==> config.mk <==
export PLATFORM = sky130hd
export DESIGN_NAME = pingpong_frame_buffer
export DESIGN_NICKNAME = d
export VERILOG_FILES = /design/src/rtl/pingpong_frame_buffer.sv
export SDC_FILE = /design/constraint.sdc
export NUM_CORES = 1
export LEC_CHECK = 0
export ABC_AREA = 1
export CAP_MARGIN = 20
export CELL_PAD_IN_SITES_DETAIL_PLACEMENT = 1
export CELL_PAD_IN_SITES_GLOBAL_PLACEMENT = 2
export CORE_MARGIN = 2
export CORE_UTILIZATION = 45
export CTS_BUF_LIST = sky130_fd_sc_hd__clkbuf_4 sky130_fd_sc_hd__clkbuf_8
export DETAILED_ROUTE_END_ITERATION = 6
export DONT_BUFFER_PORTS = 1
export GPL_TIMING_DRIVEN = 0
export PLACE_DENSITY_LB_ADDON = 0.12
export RECOVER_POWER = 100
export SLEW_MARGIN = 20
export SYNTH_ARGS = -nofsm -noshare
export SYNTH_HDL_FRONTEND = slang
export SYNTH_SLANG_ARGS = --single-unit
==> constraint.sdc <==
create_clock -name clk -period 2.6 [get_ports clk]
set_clock_uncertainty 0.1 [all_clocks]
set_input_delay 0.26 -clock clk [delete_from_list [all_inputs] [get_ports clk]]
set_output_delay 0.26 -clock clk [all_outputs]
set_load 0.05 [all_outputs]
==> src/rtl/pingpong_frame_buffer.sv <==
// Two-bank frame store: producer fills the back bank, consumer streams the front bank, swap at frame boundaries.
// Read data 1 cycle after rd_en; wr_ready drops while the back bank holds a full frame not yet swapped in.
module pingpong_frame_buffer #(
  parameter int DATA_W = 8,
  parameter int DEPTH  = 32,
  parameter int ADDR_W = $clog2(DEPTH),
  parameter int REPEAT = 1,
  parameter int CNT_W  = 16
) (
  input  logic              clk,
  input  logic              resetn,
  input  logic              wr_valid,
  input  logic [DATA_W-1:0] wr_data,
  output logic              wr_ready,
  input  logic              rd_en,
  output logic              rd_valid,
  output logic [DATA_W-1:0] rd_data,
  output logic              rd_last,
  output logic              front_sel,
  output logic [CNT_W-1:0]  frame_cnt,
  output logic              underrun
);

  localparam logic [ADDR_W-1:0] LAST_ADDR = ADDR_W'(DEPTH - 1);

  logic [DATA_W-1:0] r_bank0 [DEPTH];
  logic [DATA_W-1:0] r_bank1 [DEPTH];

  logic [ADDR_W-1:0] r_wr_addr;
  logic [ADDR_W-1:0] r_rd_addr;
  logic              r_back_full;
  logic              r_front_valid;
  logic              r_front_sel;
  logic [CNT_W-1:0]  r_frame_cnt;
  logic              r_rd_valid;
  logic [DATA_W-1:0] r_rd_data;
  logic              r_rd_last;
  logic              r_underrun;

  logic              w_wr_acc;
  logic              w_wr_last;
  logic              w_full_n;
  logic              w_rd_acc;
  logic              w_rd_end;
  logic              w_swap;
  logic [DATA_W-1:0] w_rd_word;

  assign wr_ready  = resetn & ~r_back_full;
  assign w_wr_acc  = wr_valid & wr_ready;
  assign w_wr_last = w_wr_acc & (r_wr_addr == LAST_ADDR);
  assign w_full_n  = r_back_full | w_wr_last;
  assign w_rd_acc  = rd_en & r_front_valid;
  assign w_rd_end  = w_rd_acc & (r_rd_addr == LAST_ADDR);
  // A frame completing this very edge may swap in immediately, so the reader sees no gap.
  assign w_swap    = w_full_n & (~r_front_valid | w_rd_end);
  assign w_rd_word = r_front_sel ? r_bank1[r_rd_addr] : r_bank0[r_rd_addr];

  always_ff @(posedge clk) begin
    if (w_wr_acc) begin
      if (r_front_sel) r_bank0[r_wr_addr] <= wr_data;
      else             r_bank1[r_wr_addr] <= wr_data;
    end
  end

  always_ff @(posedge clk) begin
    if (!resetn) begin
      r_wr_addr     <= '0;
      r_rd_addr     <= '0;
      r_back_full   <= 1'b0;
      r_front_valid <= 1'b0;
      r_front_sel   <= 1'b0;
      r_frame_cnt   <= '0;
      r_rd_valid    <= 1'b0;
      r_rd_data     <= '0;
      r_rd_last     <= 1'b0;
      r_underrun    <= 1'b0;
    end else begin
      if (w_wr_acc)
        r_wr_addr <= (r_wr_addr == LAST_ADDR) ? '0 : r_wr_addr + ADDR_W'(1);

      if (w_swap)
        r_back_full <= 1'b0;
      else if (w_wr_last)
        r_back_full <= 1'b1;

      if (w_swap)
        r_front_valid <= 1'b1;
      else if (w_rd_end && REPEAT == 0)
        r_front_valid <= 1'b0;

      if (w_swap)
        r_rd_addr <= '0;
      else if (w_rd_acc)
        r_rd_addr <= (r_rd_addr == LAST_ADDR) ? '0 : r_rd_addr + ADDR_W'(1);

      if (w_swap) begin
        r_front_sel <= ~r_front_sel;
        r_frame_cnt <= r_frame_cnt + CNT_W'(1);
      end

      r_rd_valid <= w_rd_acc;
      r_rd_last  <= w_rd_end;
      r_underrun <= rd_en & ~r_front_valid;
      if (w_rd_acc)
        r_rd_data <= w_rd_word;
    end
  end

  assign rd_valid  = r_rd_valid;
  assign rd_data   = r_rd_data;
  assign rd_last   = r_rd_last;
  assign front_sel = r_front_sel;
  assign frame_cnt = r_frame_cnt;
  assign underrun  = r_underrun;

endmodule

# ---- Word level (Yosys, flattened, before mapping)
# Memory sizes are Yosys's and may differ from the RTL's. A register that Yosys moved wholly into a read port is not among the register bits.
# Cells that the tools add are included.
dict set report totals {
  ff_bits 40
  mem_bits_rw 512
  in_bits 12
  out_inout_bits 29
  n_memories 2
}
dict set report op_classes {
  n_addsub 3
  eq_ne 2
  mux 13
  bitwise_logic 13
  n_reduce_logical 1
}
# memory words width read_ports rd_ports_with_merged_regs wr line_no
set memory_table {}
lappend memory_table {r_bank0 32 8 1 1 1 26} ;# logic [DATA_W-1:0] r_bank0 [DEPTH];
lappend memory_table {r_bank1 32 8 1 1 1 27} ;# logic [DATA_W-1:0] r_bank1 [DEPTH];
# operator n
set op_table {}
lappend op_table {{$mux W5} 6}
lappend op_table {{$add A16 B1 Y16 const B} 1}
lappend op_table {{$add A5 B1 Y5 const B} 2}
lappend op_table {{$eq A5 B5 Y1 const B} 2}
lappend op_table {{$mux W8} 1}
lappend op_table {{$and A1 B1 Y1} 7}
lappend op_table {{$mux W1} 6}
lappend op_table {{$not A1 Y1} 4}
lappend op_table {{$or A1 B1 Y1} 2}
lappend op_table {{$reduce_or A2 Y1} 1}

# ---- Logic depth before layout (Yosys ltp)
# Gate-level depths: netlist (run 1).
dict set report depth {
  ltp_word 8
  ltp_mapped 14
  mapped_depth_nobuf 12
}

# ---- Worst setup path before layout (run 1)
# OpenSTA, ideal clock, no wires.
dict set report synth_timing {
  path_kind {register to register}
  from {register r_wr_addr[1]}
  to {register r_frame_cnt[12] (netlist: frame_cnt[12])}
  setup_ns 0.131
  arrival_time_ns 1.862
  t_required_ns 2.369
  setup_slack_ns 0.506
  path_stages_with_launch 13
  path_buffers 1
  synth_period_minus_slack_ns 2.094
  cell_sequence {dfxtp_1 -> ha_1 -> clkbuf_1 -> inv_1 -> nor2_1 -> ha_1 -> inv_1 -> o21ai_4 -> nand2_4 -> inv_2 -> nand4_2 -> nor3_1 -> nor3_2}
}
dict set report synth_between {
  elab_chain_len 4
}
# item line_no
set synth_lines {}
lappend synth_lines {{start: declaration} 29} ;# logic [ADDR_W-1:0] r_wr_addr;
lappend synth_lines {{start signal: assignment} 79} ;# r_wr_addr <= (r_wr_addr == LAST_ADDR) ? '0 : r_wr_addr + ADDR_W'(1);
lappend synth_lines {{$eq A5 B5 Y1} 50} ;# assign w_wr_last = w_wr_acc & (r_wr_addr == LAST_ADDR);
lappend synth_lines {{$and A1 B1 Y1} 50}
lappend synth_lines {{$or A1 B1 Y1} 51} ;# assign w_full_n = r_back_full | w_wr_last;
lappend synth_lines {{$and A1 B1 Y1} 55} ;# assign w_swap = w_full_n & (~r_front_valid | w_rd_end);
lappend synth_lines {{end signal: assignment} 98} ;# r_frame_cnt <= r_frame_cnt + CNT_W'(1);
lappend synth_lines {{end: declaration} 34} ;# logic [CNT_W-1:0] r_frame_cnt;
# Every way passes these cells.
# A chain may end at the register's enable or synchronous reset.

# ---- Worst setup path after layout (run 1)
dict set report layout_timing {
  from {register r_front_sel (netlist: front_sel)}
  to {memory r_bank0[11][0] (enable)}
}
dict set report layout_between {
  elab_chain_len 3
}
# item line_no
set layout_lines {}
lappend layout_lines {{start: declaration} 33} ;# logic r_front_sel;
lappend layout_lines {{start signal: assignment} 97} ;# r_front_sel <= ~r_front_sel;
lappend layout_lines {{$mux W1} 60} ;# if (r_front_sel) r_bank0[r_wr_addr] <= wr_data;
lappend layout_lines {{$mux W1} 59} ;# if (w_wr_acc) begin
lappend layout_lines {{$mux W1 (implied by the code)} 60}
lappend layout_lines {{end: declaration} 26}
# Every way passes these cells.

==> results of run 1 <==
## power by group through the flow
stage	registers (mW)	logic, mW	clock network [mW]
CTS	9.80	0.344	8.05
global route	9.81	0.335	8.42
floorplan	9.99	0.0722	0
detailed placement	9.99	0.119	0
finish	9.82	0.314	7.91
global placement	9.99	0.118	0
## worst max-delay path, stage by stage, from the launching register on
cell      delay [ns]
dfxtp_2         0.50
buf_2           0.33
nand2_1         0.26
clkbuf_1        0.42
nor2_2          0.57
## routing by layer
layer,track usage,vias up
met4,0.0982,0
met1,0.374,8107
met3,0.0453,134
li1,-,7373
met5,0,-
met2,0.456,475
## final cells by class
cell class,instances,area share
clock inverter,35,0.00889
multi-input combinational,1315,0.230
sequential,557,0.622
buffer,125,0.0317
tap,672,0.0321
inverter,46,0.00679
timing repair buffer,20,0.00612
clock buffer,135,0.0626
## flip-flops by register name, indices dropped and copies added, names as in the netlist, named ones only
register,count
r_bank0,256
r_bank1,256
frame_cnt,16
rd_data,8
r_rd_addr,5
r_wr_addr,5
front_sel,1
r_back_full,1
r_front_valid,1
rd_last,1
rd_valid,1
underrun,1
## layout by cell type, fill, tap and decap left out, types with 5 or more instances in the layout
| cell type | count |
|---|---|
| a21oi_1 | 13 |
| buf_1 | 6 |
| buf_2 | 50 |
| buf_4 | 9 |
| buf_6 | 28 |
| clkbuf_1 | 19 |
| clkbuf_2 | 15 |
| clkbuf_4 | 38 |
| clkbuf_8 | 100 |
| clkinv_1 | 24 |
| clkinv_2 | 5 |
| dfxtp_1 | 44 |
| dlygate4sd3_1 | 12 |
| edfxtp_1 | 512 |
| ha_1 | 7 |
| inv_1 | 41 |
| nand2_1 | 652 |
| nand3_1 | 480 |
| nor2_1 | 53 |
| nor2_2 | 43 |
| nor2_4 | 11 |
| nor3_1 | 11 |
| o21ai_0 | 15 |
## metrics by stage
step / hold WS, ns / cell area, um2 / total power, mW / worst slack (ns) / util
floorplan: 0.259 / 23100 / 10.1 / 0.506 / -
global placement: 0.263 / 23900 / 10.1 / -0.274 / 0.475
detailed placement: 0.262 / 23900 / 10.1 / -0.326 / 0.475
CTS: 0.274 / 26300 / 18.2 / -0.00449 / 0.521
global route: 0.351 / 26200 / 18.6 / -0.0748 / 0.519
finish: 0.337 / 26200 / 18.0 / 0.0323 / 0.519
## kinds of logic (layout without fill, tap and decap cells)
family | Yosys count | in the layout | synth area share
DFF | 557 | 557 | 0.705
xor gates and xnor gates | 5 | 5 | 0.00190
AOI/OAI and AO/OA | 34 | 34 | 0.00824
and+or+nand+nor | 1268 | 1268 | 0.237
adders and majority gates | 8 | 8 | 0.00434
buffers and inverters | 173 | 361 | 0.0430
## repair_timing
item | in CTS | in global routing
gates resized for setup | 48 | 34
endpoints found under the hold margin | 541 | 0
hold buffers | 20 | 0
setup buffers | 0 | 0
endpoints found under the setup margin | 502 | 296
## worst min path at each step
stage | startpoint | endpoint | cells past startpoint
3_5_place_dp | wr_data[6] | r_bank0[5][6] | 0
6_report | rd_en | rd_valid | 3
4_1_cts | rd_en | rd_valid | 3
2_1_floorplan | wr_data[0] | r_bank0[0][0] | 0
5_1_grt | rd_en | rd_valid | 3
3_3_place_gp | wr_data[6] | r_bank0[4][6] | 0
==> metrics.txt, run 1 <==
routed wl met2 around 35000 um; beginning of the critical path front_sel; syn avg cell area approximately 11 um2; initial antenna violation count 2; peak supply drop between 400 and 500 uV; CP Max Fanout 10; Max Freq 0.389 GHz; R2R Setup Slk 0.03 ns; largest net degree at the start of global routing 65; layout cell share with drive strength beyond 1 0.146; Core Footprint slightly above 50000 um2; EDFF count, synth between 500 and 600; sw power 3.86 mW; row cnt slightly above 80; Max Transition Viols Final 520; CP Class reg2reg; count leader, synth nand2_1; global placement routability congestion between 0.8 and 0.9; first-pass GRT wire length 107000 um; gr usage total 0.277; Nets ~2.2k; antenna diode count 0; crit end category flop; PortBufs 0; die height between 200 and 250 um; status finished, violations left; DR vias/cell ~5.5; period utilization 0.988; failing checks capacitance limit, slew limit; detailed placer's ending HPWL roughly 48000 um; largest area contributor in the netlist edfxtp_1; Synth Instances 2045; CTS tree built; Clock Path Buffers 3; CTS Sinks 557; share of the synthesized area in the top cell type 0.666; Hold Crit Class in2reg; initial core utilization 0.458; Pint approximately 14 mW; Synth Flop Type edfxtp_1; synth cell count leaders nand2_1, edfxtp_1, nand3_1; root buf cell clkbuf_8; Sequential cell area 16300 um2; final hold viol count 0; Async SR Flop Fraction 0; Crit path required time 2.81 ns; Layout fillers about 5.4k; CTS H-Tree Depth 3; RSZ-0062 raised after global routing true; Logic pwr share 0.017; antenna-violating nets left 0; drt initial violations about 1.4k; fin crit period ~2.6 ns; Worst EP arrival roughly 2.8 ns; routed wl met3 between 4000 and 5000 um; Reg clk slew, reported paths roughly 0.06 ns; P_leak 9.29 nW; post-synthesis sequential area ratio 0.705; IO Pins slightly above 40; GRT Residual Overflow 0; RR Startpoint front_sel; R2R Path End r_bank0[11][0]; vias in the first global route roughly 17k; Clk Latency, worst-skew pair about 0.7 ns; register share of total power 0.544; Max Cap Viol 8; R2R depth 4; Post-Place Cells 2717; # setup viols final 0; met1 wire length about 31000 um; multi-input logic area between 6000 and 7000 um2; via count around 16k; CP endpoint r_bank0[11][0]; Synth area leaders edfxtp_1, nand2_1, nand3_1; final wirelength 72300 um; TritonCTS buffer count 93; per-cell routed wire length approximately 25 um; flops & latches, synth 557; first-pass iteration count of the detailed router 7; Sw Share 0.214; Slew @ Worst Pin between 1.5 and 2 ns; Slew headroom -0.210; Layout Cells excl Fill roughly 2.9k; Setup TNS 0 ns; die area ~53000 um2; drt drc 0; Die W roughly 230 um; synthesized area about 23000 um2; area growth from synthesis to layout 13.4%; Critical Path Start Type flop; Cell variety after synth 37; syn_nets just over 2k; uppermost layer routed met4; yosys warns 0; Clk network pwr share 0.438; pwr/cell area just under 700 nW/um2
No activity file was read; power rests on OpenSTA's default activity.
==> inputs of run 2 (changes only) <==
--- a/config.mk
+++ b/config.mk
@@ -15,7 +15,7 @@
 export DETAILED_ROUTE_END_ITERATION = 6
 export DONT_BUFFER_PORTS = 1
 export GPL_TIMING_DRIVEN = 0
-export PLACE_DENSITY_LB_ADDON = 0.12
+export PLACE_DENSITY_LB_ADDON = 0.1
 export RECOVER_POWER = 100
 export SLEW_MARGIN = 20
 export SYNTH_ARGS = -nofsm -noshare
==> run 2 against run 1 <==
  * Critical path type unchanged
  * Utilization about the same
  * The run still ends with capacitance limit, slew limit left
  * Via count down 0.68%
  * First-iteration DRC count down 7.4%
==> metrics.txt, run 2 (synthesis gave the netlist of run 1 again) <==
status finished, violations left; failing checks capacitance limit, slew limit; final wirelength 71500 um (-1.2%); crit end category flop; gr usage total 0.274 (-0.00285); first-pass iteration count of the detailed router 5 (-2); Nets 2174 (-0.18%); Clk Latency, worst-skew pair 0.68 ns (-0.02 ns); Critical Path Start Type flop; CTS Sinks 557 (unchanged); Core Footprint 50400 um2 (unchanged); first-pass GRT wire length 105000 um (-1.3%); drt drc 0 (unchanged); P_leak 9.25 nW (-0.43%); final hold viol count 0 (unchanged); drt initial violations 1273 (-7.4%); GRT Residual Overflow 0 (unchanged); root buf cell clkbuf_8; Worst EP arrival 2.98 ns (+0.20 ns); CP Max Fanout 10 (unchanged); peak supply drop 381 uV (-22%); layout cell share with drive strength beyond 1 0.144 (-0.00255); largest net degree at the start of global routing 65 (unchanged); pwr/cell area 681 nW/um2 (-1.2%); initial antenna violation count 1 (-1); Max Freq 0.394 GHz (+1.2%); CP Class reg2reg; PortBufs 0 (unchanged); die area 53100 um2 (unchanged); multi-input logic area 6060 um2 (+0.83%); Clock Path Buffers 3 (unchanged); TritonCTS buffer count 89 (-4.3%); Final Power 17.8 mW (-1.3%); Max Cap Viol 8 (unchanged); post-placement worst setup slack -0.268 ns (+0.0586 ns); # setup viols final 0 (unchanged); Hold Crit Class in2reg; CTS tree built; global placement routability congestion 0.886 (+6.2%); initial core utilization 0.458 (unchanged); CP cell instances clkbuf_1 -> clkbuf_1 -> nand3_1 -> nand2_1 -> nand2_1 -> nand3_1 -> nand3_1 -> nand2_1 -> inv_1; worst hold slack 0.322 ns (-0.0152 ns); Layout fillers 5339 (-0.32%); Worst path slowest cell clkbuf_1; Max stage delay on crit path 0.57 ns (about the same); via count 16.0k (-0.68%); fin crit period 2.54 ns (-0.0294 ns); period utilization 0.976 (-0.0113); Post-Place Cells 2717 (unchanged); Slew headroom -0.240 (-0.0294); Die W 230 um (unchanged); area growth from synthesis to layout 13.3% (about the same); row cnt 82 (unchanged); vias in the first global route 16.7k (+0.012%); Reg clk slew, reported paths 0.06 ns (about the same); Slew @ Worst Pin 1.86 ns (+0.0442 ns); Max Transition Viols Final 520 (unchanged); antenna-violating nets left 0 (unchanged); IO Pins 41 (unchanged); most frequent cells in the layout nand2_1, edfxtp_1, nand3_1, clkbuf_8; final worst slack 0.0617 ns (+0.0294 ns); per-cell routed wire length 24.7 um (-0.72%); CTS H-Tree Depth 3 (unchanged); DR vias/cell 5.53 (-0.24%); die height 230 um (unchanged); Sequential cell area 16300 um2 (unchanged); Layout Cells excl Fill 2892 (-0.45%); Crit path required time 3.04 ns (+0.23 ns); commonest non-fill, non-tap cell in the layout nand2_1; detailed placer's ending HPWL 47900 um (+0.31%)
==> run 2: worst max-delay path: cells and delay by family (launching register included) <==
kind,cells,cell delay (ns)
buf+inv,3,1.10
simple gates,6,0.89
flops,1,0.32
==> run 2: timing repair <==
| action | in CTS | in global routing |
|---|---|---|
| endpoints found under the setup margin | 507 | 363 |
| resized for setup | 57 | 42 |
| hold endpoints to repair | 538 | 0 |
| hold buffers | 20 | 0 |
| setup buffers | 0 | 0 |
==> run 2: per-stage QoR <==
step	setup TNS, ns	util	instance area [um2]
floorplan	0	-	23100
global placement	-45.33	0.475	23900
detailed placement	-62.46	0.475	23900
CTS	-16.18	0.521	26200
global route	-0.105	0.519	26100
finish	0	0.519	26100
==> run 2: per-layer routing <==
layer | vias to the layer above | wire length [um] | GRT usage
li1 | 7352 | - | -
met4 | 0 | 2550 | 0.110
met2 | 446 | 33600 | 0.443
met3 | 124 | 4220 | 0.0463
met5 | - | 0 | 0
met1 | 8057 | 31100 | 0.371
==> run 2: cell type report <==
type	instances	share of cell area
Sequential cell	557	0.623
Multi-Input combinational cell	1315	0.232
Timing Repair Buffer	20	0.00612
Tap cell	672	0.0322
Clock inverter	23	0.00660
Buffer	125	0.0312
Inverter	46	0.00679
Antenna cell	3	0.000287
Clock buffer	131	0.0625
==> run 2: worst paths after layout <==
check | from | to | slack (ns) | cells past startpoint
worst max-delay path | flop | rd_data[5] | 0.06 | 9
worst min-delay path | rd_en | rd_valid | 0.32 | 3
worst max register to register | flop | rd_data[5] | 0.06 | 9
worst min register to register | r_front_valid | underrun | 0.38 | 1
==> run 2: report_power, final <==
group          leakage, nW  internal [mW]  switching (mW)  total, mW
Sequential            4.97           9.81          0.0122       9.82
Combinational         3.33         0.0411           0.268      0.309
Clock                0.951           4.28            3.40       7.68
Total                 9.25           14.1            3.68       17.8
